===== config.mk =====
export PLATFORM = sky130hd
export DESIGN_NAME = bitrev_reorder
export DESIGN_NICKNAME = d
export VERILOG_FILES = /design/src/rtl/bitrev_reorder.sv
export SDC_FILE = /design/constraint.sdc
export NUM_CORES = 1
export LEC_CHECK = 0
export BUFFER_PORTS_ARGS = -buffer_cell sky130_fd_sc_hd__buf_4
export CAP_MARGIN = 20
export CORE_ASPECT_RATIO = 2
export CORE_UTILIZATION = 50
export CTS_CLUSTER_SIZE = 14
export DETAILED_ROUTE_END_ITERATION = 16
export GPL_TIMING_DRIVEN = 0
export PLACE_DENSITY = 0.62
export SLEW_MARGIN = 20
export SYNTH_ARGS = -nofsm -noshare
export SYNTH_HDL_FRONTEND = slang
export SYNTH_SLANG_ARGS = --single-unit

===== constraint.sdc =====
create_clock -name clk -period 3.9 [get_ports clk]
set_input_delay 0.39 -clock clk [delete_from_list [all_inputs] [get_ports clk]]
set_output_delay 0.39 -clock clk [all_outputs]
set_load 0.05 [all_outputs]

===== src/rtl/bitrev_reorder.sv =====
// Bit-reversed to natural-order reorder buffer for the radix-2 SDF FFT output.
// Two banks of 2^N complex words ping-pong so back-to-back frames stream without gaps.
module bitrev_reorder #(
  parameter int N = 3,
  parameter int W = 16
) (
  input  logic                clk,
  input  logic                rst,
  input  logic                start_ip,
  input  logic signed [W-1:0] ip_re,
  input  logic signed [W-1:0] ip_im,
  output logic signed [W-1:0] op_re,
  output logic signed [W-1:0] op_im,
  output logic                op_valid,
  output logic                start_op
);

  localparam int L = 1 << N;
  localparam logic [N-1:0] LAST = {N{1'b1}};

  typedef enum logic {WR_IDLE, WR_ACTIVE} wr_state_t;
  typedef enum logic {RD_IDLE, RD_ACTIVE} rd_state_t;

  wr_state_t      wr_state_reg;
  rd_state_t      rd_state_reg;
  logic [N-1:0]   wr_cnt_reg;
  logic [N-1:0]   rd_cnt_reg;
  logic           wr_bank_reg;
  logic           rd_bank_reg;

  logic [2*W-1:0] mem [0:2*L-1];

  logic           wr_en;
  logic           wr_last;
  logic [N-1:0]   wr_k;
  logic [N-1:0]   wr_addr;

  // start_ip forces k=0 in any state, which also covers mid-frame restarts.
  assign wr_en   = !rst && (start_ip || (wr_state_reg == WR_ACTIVE));
  assign wr_k    = start_ip ? '0 : wr_cnt_reg;
  assign wr_last = wr_en && (wr_k == LAST);

  genvar gi;
  generate
    for (gi = 0; gi < N; gi++) begin : g_bitrev
      assign wr_addr[gi] = wr_k[N-1-gi];
    end
  endgenerate

  always_ff @(posedge clk) begin
    if (wr_en) begin
      mem[{wr_bank_reg, wr_addr}] <= {ip_re, ip_im};
    end
  end

  always_ff @(posedge clk) begin
    if (rst) begin
      wr_state_reg <= WR_IDLE;
      wr_cnt_reg   <= '0;
      wr_bank_reg  <= 1'b0;
      rd_state_reg <= RD_IDLE;
      rd_cnt_reg   <= '0;
      rd_bank_reg  <= 1'b0;
    end else begin
      if (wr_last) begin
        wr_state_reg <= WR_IDLE;
        wr_cnt_reg   <= '0;
        wr_bank_reg  <= ~wr_bank_reg;
      end else if (wr_en) begin
        wr_state_reg <= WR_ACTIVE;
        wr_cnt_reg   <= wr_k + 1'b1;
      end

      // A completed bank takes priority so a read finishing this cycle rolls straight on.
      if (wr_last) begin
        rd_state_reg <= RD_ACTIVE;
        rd_cnt_reg   <= '0;
        rd_bank_reg  <= wr_bank_reg;
      end else if (rd_state_reg == RD_ACTIVE) begin
        if (rd_cnt_reg == LAST) begin
          rd_state_reg <= RD_IDLE;
          rd_cnt_reg   <= '0;
        end else begin
          rd_cnt_reg <= rd_cnt_reg + 1'b1;
        end
      end
    end
  end

  // Registered read doubles as the output register; it is forced to zero when idle.
  always_ff @(posedge clk) begin
    if (rst) begin
      op_re    <= '0;
      op_im    <= '0;
      op_valid <= 1'b0;
      start_op <= 1'b0;
    end else if (rd_state_reg == RD_ACTIVE) begin
      {op_re, op_im} <= mem[{rd_bank_reg, rd_cnt_reg}];
      op_valid       <= 1'b1;
      start_op       <= (rd_cnt_reg == '0);
    end else begin
      op_re    <= '0;
      op_im    <= '0;
      op_valid <= 1'b0;
      start_op <= 1'b0;
    end
  end

endmodule

==> impl_metrics.prom <==
# TYPE chip_impl_metric gauge
chip_impl_info{name="unrepaired_setup_endpoints_after_global_routing",value="no"} 1
chip_impl_metric{name="groute.layer.met1.usage",unit=""} 0.268
chip_impl_metric{name="grt.total_usage",unit=""} 0.236
chip_impl_metric{name="yosys_reg_bits",unit=""} 556
chip_impl_info{name="min_delay_src",value="start_ip"} 1
chip_impl_metric{name="maxClockFrequency",unit="MHz"} 395
chip_impl_metric{name="detailedRoute.firstIterationViolations",unit=""} 761
chip_impl_metric{name="route.detailed.vias_per_inst",unit=""} 5.87
chip_impl_metric{name="rows",unit=""} 105
chip_impl_metric{name="dp_cells",unit=""} 1737
chip_impl_metric{name="swShare",unit=""} 0.189
chip_impl_metric{name="drc",unit=""} 0
chip_impl_metric{name="timing_max_transition_violations_final",unit=""} 0
chip_impl_metric{name="count_of_antenna_violating_nets_left_after_detailed_routing",unit=""} 0
chip_impl_info{name="top_usage_layer",value="met2"} 1
chip_impl_metric{name="largest_reg_flops",unit=""} 512
chip_impl_metric{name="tightestPinTransition",unit="ns"} 0.942
chip_impl_metric{name="grt_max_degree",unit=""} 19
chip_impl_metric{name="grt_pass1_vias",unit=""} 11246
chip_impl_metric{name="part_of_the_power_in_registers",unit=""} 0.581
chip_impl_metric{name="synth_fp_nets",unit=""} 1147
chip_impl_metric{name="hold_vio_cnt_final",unit=""} 0
chip_impl_metric{name="max-cap-violations",unit=""} 0
chip_impl_metric{name="synth.avg_cell_area",unit="µm²"} 18.9
chip_impl_metric{name="dr.pass1.iters",unit=""} 5
chip_impl_metric{name="power_report.internal_total",unit="mW"} 9.11
chip_impl_info{name="worstReg2RegEnd",value="op_re[6]"} 1
chip_impl_metric{name="design.portCount",unit=""} 69
chip_impl_metric{name="synthToLayoutAreaGrowth",unit="%"} 16.4
chip_impl_info{name="endpoint_kind",value="flip-flop"} 1
chip_impl_metric{name="post-cts-setup-buffers",unit=""} 0
chip_impl_metric{name="globalRouteOverflowTotal",unit=""} 0
chip_impl_info{name="path_delay_family",value="buffers and inverters"} 1
chip_impl_metric{name="coreArea",unit="µm²"} 41300
chip_impl_metric{name="netlist_area",unit="µm²"} 21000
chip_impl_metric{name="net-switching-power",unit="mW"} 2.13
chip_impl_metric{name="routed_wire_length_per_instance",unit="µm"} 27.0
chip_impl_metric{name="post_cts_hold_buffer_count",unit=""} 0
chip_impl_metric{name="clock_latency_reported_for_the_late_side_of_the_worst_skew_pair",unit="ns"} 0.57
chip_impl_metric{name="final_count_of_negative_setup_slack_endpoints",unit=""} 0
chip_impl_metric{name="critical_path.max_fanout",unit=""} 10
chip_impl_info{name="tritoncts_clock_tree",value="done"} 1
chip_impl_metric{name="numClockSinks",unit=""} 556
chip_impl_metric{name="fp.dieH",unit="µm"} 292
chip_impl_info{name="r2r-start",value="rd_cnt_reg[2]"} 1
chip_impl_metric{name="yosysWarningCount",unit=""} 0
chip_impl_metric{name="gpl.final_weighted_congestion",unit=""} 0.739
chip_impl_metric{name="initial_core_utilization",unit=""} 0.509
chip_impl_metric{name="clock_tree.buffer_depth",unit=""} 3
chip_impl_metric{name="gr-usage-met3",unit=""} 0.0281
chip_impl_metric{name="port-buffer-count",unit=""} 68
chip_impl_metric{name="cts-buffers-inserted",unit=""} 47
chip_impl_metric{name="crit_arrival",unit="ns"} 2.91
chip_impl_info{name="critical_path.slowest_cell",value="clkbuf_1"} 1
chip_impl_metric{name="antenna_cells",unit=""} 0
chip_impl_metric{name="use_met2",unit=""} 0.443
chip_impl_metric{name="ir_drop",unit="mV"} 0.375
chip_impl_metric{name="finalWorstPathRequiredPeriod",unit="ns"} 2.53
chip_impl_info{name="class_of_the_tightest_hold_or_removal_check",value="in2reg"} 1
chip_impl_metric{name="grt_antenna_before_repair",unit=""} 0
chip_impl_metric{name="finish.cell_count_without_fillers",unit=""} 1824
chip_impl_metric{name="floorplan.die_area",unit="µm²"} 42800
chip_impl_metric{name="worstPathBufferInverterCount",unit=""} 2
chip_impl_metric{name="setup_tns",unit="ns"} 0
chip_impl_metric{name="total_power",unit="mW"} 11.2
chip_impl_metric{name="finalWirelength",unit="µm"} 49200
chip_impl_metric{name="whs_path_depth",unit=""} 2
chip_impl_info{name="largest_registers_ranked_by_flip_flop_count",value="mem (512), op_im (16), op_re (16)"} 1
chip_impl_info{name="worstSetupStartpointType",value="flip-flop"} 1
chip_impl_info{name="cts_root_buf",value="clkbuf_16"} 1
chip_impl_metric{name="holdWs",unit="ns"} 0.0529
chip_impl_info{name="final_cell_mix",value="edfxtp_1, mux2i_1, buf_4"} 1
chip_impl_metric{name="dp_hpwl",unit="µm"} 32400
chip_impl_info{name="run_status",value="finished clean"} 1
chip_impl_info{name="cp_cell_sequence",value="buf_2, nor2_1, clkbuf_1, a22o_1, o31ai_1"} 1
chip_impl_metric{name="clock-skew-final",unit="ns"} 0.0210
chip_impl_metric{name="total_power_divided_by_cell_area",unit="nW/µm²"} 460
chip_impl_metric{name="worstRegToRegCells",unit=""} 5
chip_impl_metric{name="clkSlewWorstSetupHoldPaths",unit="ns"} 0.07
chip_impl_info{name="holdPathEnd",value="wr_cnt_reg[1]"} 1
chip_impl_metric{name="postCtsResizedCells",unit=""} 0
chip_impl_metric{name="final_nets",unit=""} 1290
chip_impl_metric{name="drive_above_1_share",unit=""} 0.191
chip_impl_metric{name="power_frac_comb",unit=""} 0.015
chip_impl_metric{name="wire_length_of_the_first_global_routing_pass",unit="µm"} 72100
chip_impl_metric{name="critical_path.max_stage_delay",unit="ns"} 0.74
chip_impl_metric{name="floorplan.die.width",unit="µm"} 147
chip_impl_metric{name="clkPwrFrac",unit=""} 0.403
chip_impl_metric{name="synth_cell_types",unit=""} 34
chip_impl_metric{name="min_period_over_period",unit=""} 0.649
chip_impl_metric{name="required",unit="ns"} 4.28
chip_impl_metric{name="synthCells",unit=""} 1108
chip_impl_metric{name="maxSlewHeadroom",unit=""} 0.372
chip_impl_metric{name="p_leak",unit="nW"} 7.61
chip_impl_metric{name="synth.yosys.seq_area_share",unit=""} 0.775
chip_impl_info{name="max_flop_register",value="mem"} 1
chip_impl_metric{name="cts_htree_levels",unit=""} 2
chip_impl_metric{name="vias",unit=""} 10713
chip_impl_metric{name="reg2reg_slack",unit="ns"} 1.37
chip_impl_info{name="layout.cells.most_common",value="edfxtp_1"} 1
chip_impl_info{name="setup.worst_path.class",value="reg2reg"} 1
## cell type report
class | instances | area [µm²]
fillers | 3107 | 16800
flip-flops and latches | 556 | 16300
multi-input cells | 486 | 4440
clock buffers | 83 | 1380
repair buffers | 94 | 1200
well taps | 535 | 669
plain buffers | 62 | 395
clock inverters | 4 | 68.8
inverters | 4 | 15.0
## routing by layer
metal	share of wire	routed length, µm
met3	0.041	2040
met5	0	0
met2	0.56	27300
met4	0.035	1750
met1	0.37	18100
## how the worst max path moves through the flow
stage,start,cells after the start,slack [ns],end
2_1_floorplan,wr_state_reg,3,1.10,mem[10][0]
5_1_grt,rd_cnt_reg[2],5,1.33,op_re[6]
6_report,rd_cnt_reg[2],5,1.37,op_re[6]
3_5_place_dp,rst,7,1.39,mem[7][6]
4_1_cts,rd_cnt_reg[1],7,1.34,op_im[6]
3_3_place_gp,rst,5,-0.86,mem[7][4]
## Yosys cell counts (all sizes together)
cell type | number | share of area
a22o | 28 | 0.012
nor2b | 3 | 0.00089
buf | 47 | 0.016
edfxtp | 512 | 0.73
ha | 4 | 0.0024
and3b | 1 | 0.00042
o211ai | 2 | 0.00072
mux2i | 196 | 0.094
a21oi | 3 | 0.00072
o21ai | 4 | 0.00095
o31ai | 28 | 0.010
nand3 | 29 | 0.0069
and2 | 3 | 0.00089
nor3b | 1 | 0.00036
a2bb2oi | 1 | 0.00042
or3b | 2 | 0.00083
o22ai | 2 | 0.00060
and2b | 1 | 0.00036
nand2 | 7 | 0.0013
dfxtp | 44 | 0.042
nand4b | 1 | 0.00042
xor2 | 1 | 0.00042
a22oi | 68 | 0.024
clkbuf | 15 | 0.0027
nor3 | 2 | 0.00048
nand2b | 5 | 0.0015
a32oi | 1 | 0.00042
mux4 | 32 | 0.034
nor2 | 61 | 0.011
inv | 4 | 0.00072
## worst reg2reg max path, cell delays in order, from the launching register on
cell      delay, ns
dfxtp_1        0.32
buf_2          0.24
nor2_1         0.61
clkbuf_1       0.75
a22o_1         0.30
o31ai_1        0.12
## kinds of logic after synthesis
family                     count (synthesis)  synth area share
xor gates and xnor gates                   1          0.000417
adders and majority gates                  4           0.00239
AOI/OAI and AO/OA                        137            0.0499
buffers and inverters                     66            0.0196
muxes                                    228             0.128
and+or+nand+nor                          116            0.0252
DFF                                      556             0.775
## metrics by stage
stage,instance area [µm²],setup WS [ns],utilization
6_report,24400,1.37,0.592
5_1_grt,24400,1.33,0.592
4_1_cts,24400,1.34,0.592
3_5_place_dp,23000,1.39,0.557
3_3_place_gp,22200,-0.861,0.537
2_1_floorplan,21000,1.10,-
## power by group through the flow
stage / logic (mW) / clock network (mW) / registers (mW)
6_report: 0.174 / 4.54 / 6.54
5_1_grt: 0.190 / 4.83 / 6.53
4_1_cts: 0.176 / 4.59 / 6.54
3_5_place_dp: 0.175 / 0 / 6.67
3_3_place_gp: 0.152 / 0 / 6.67
2_1_floorplan: 0.0464 / 0 / 6.67
(Power assumes the default switching activity.)
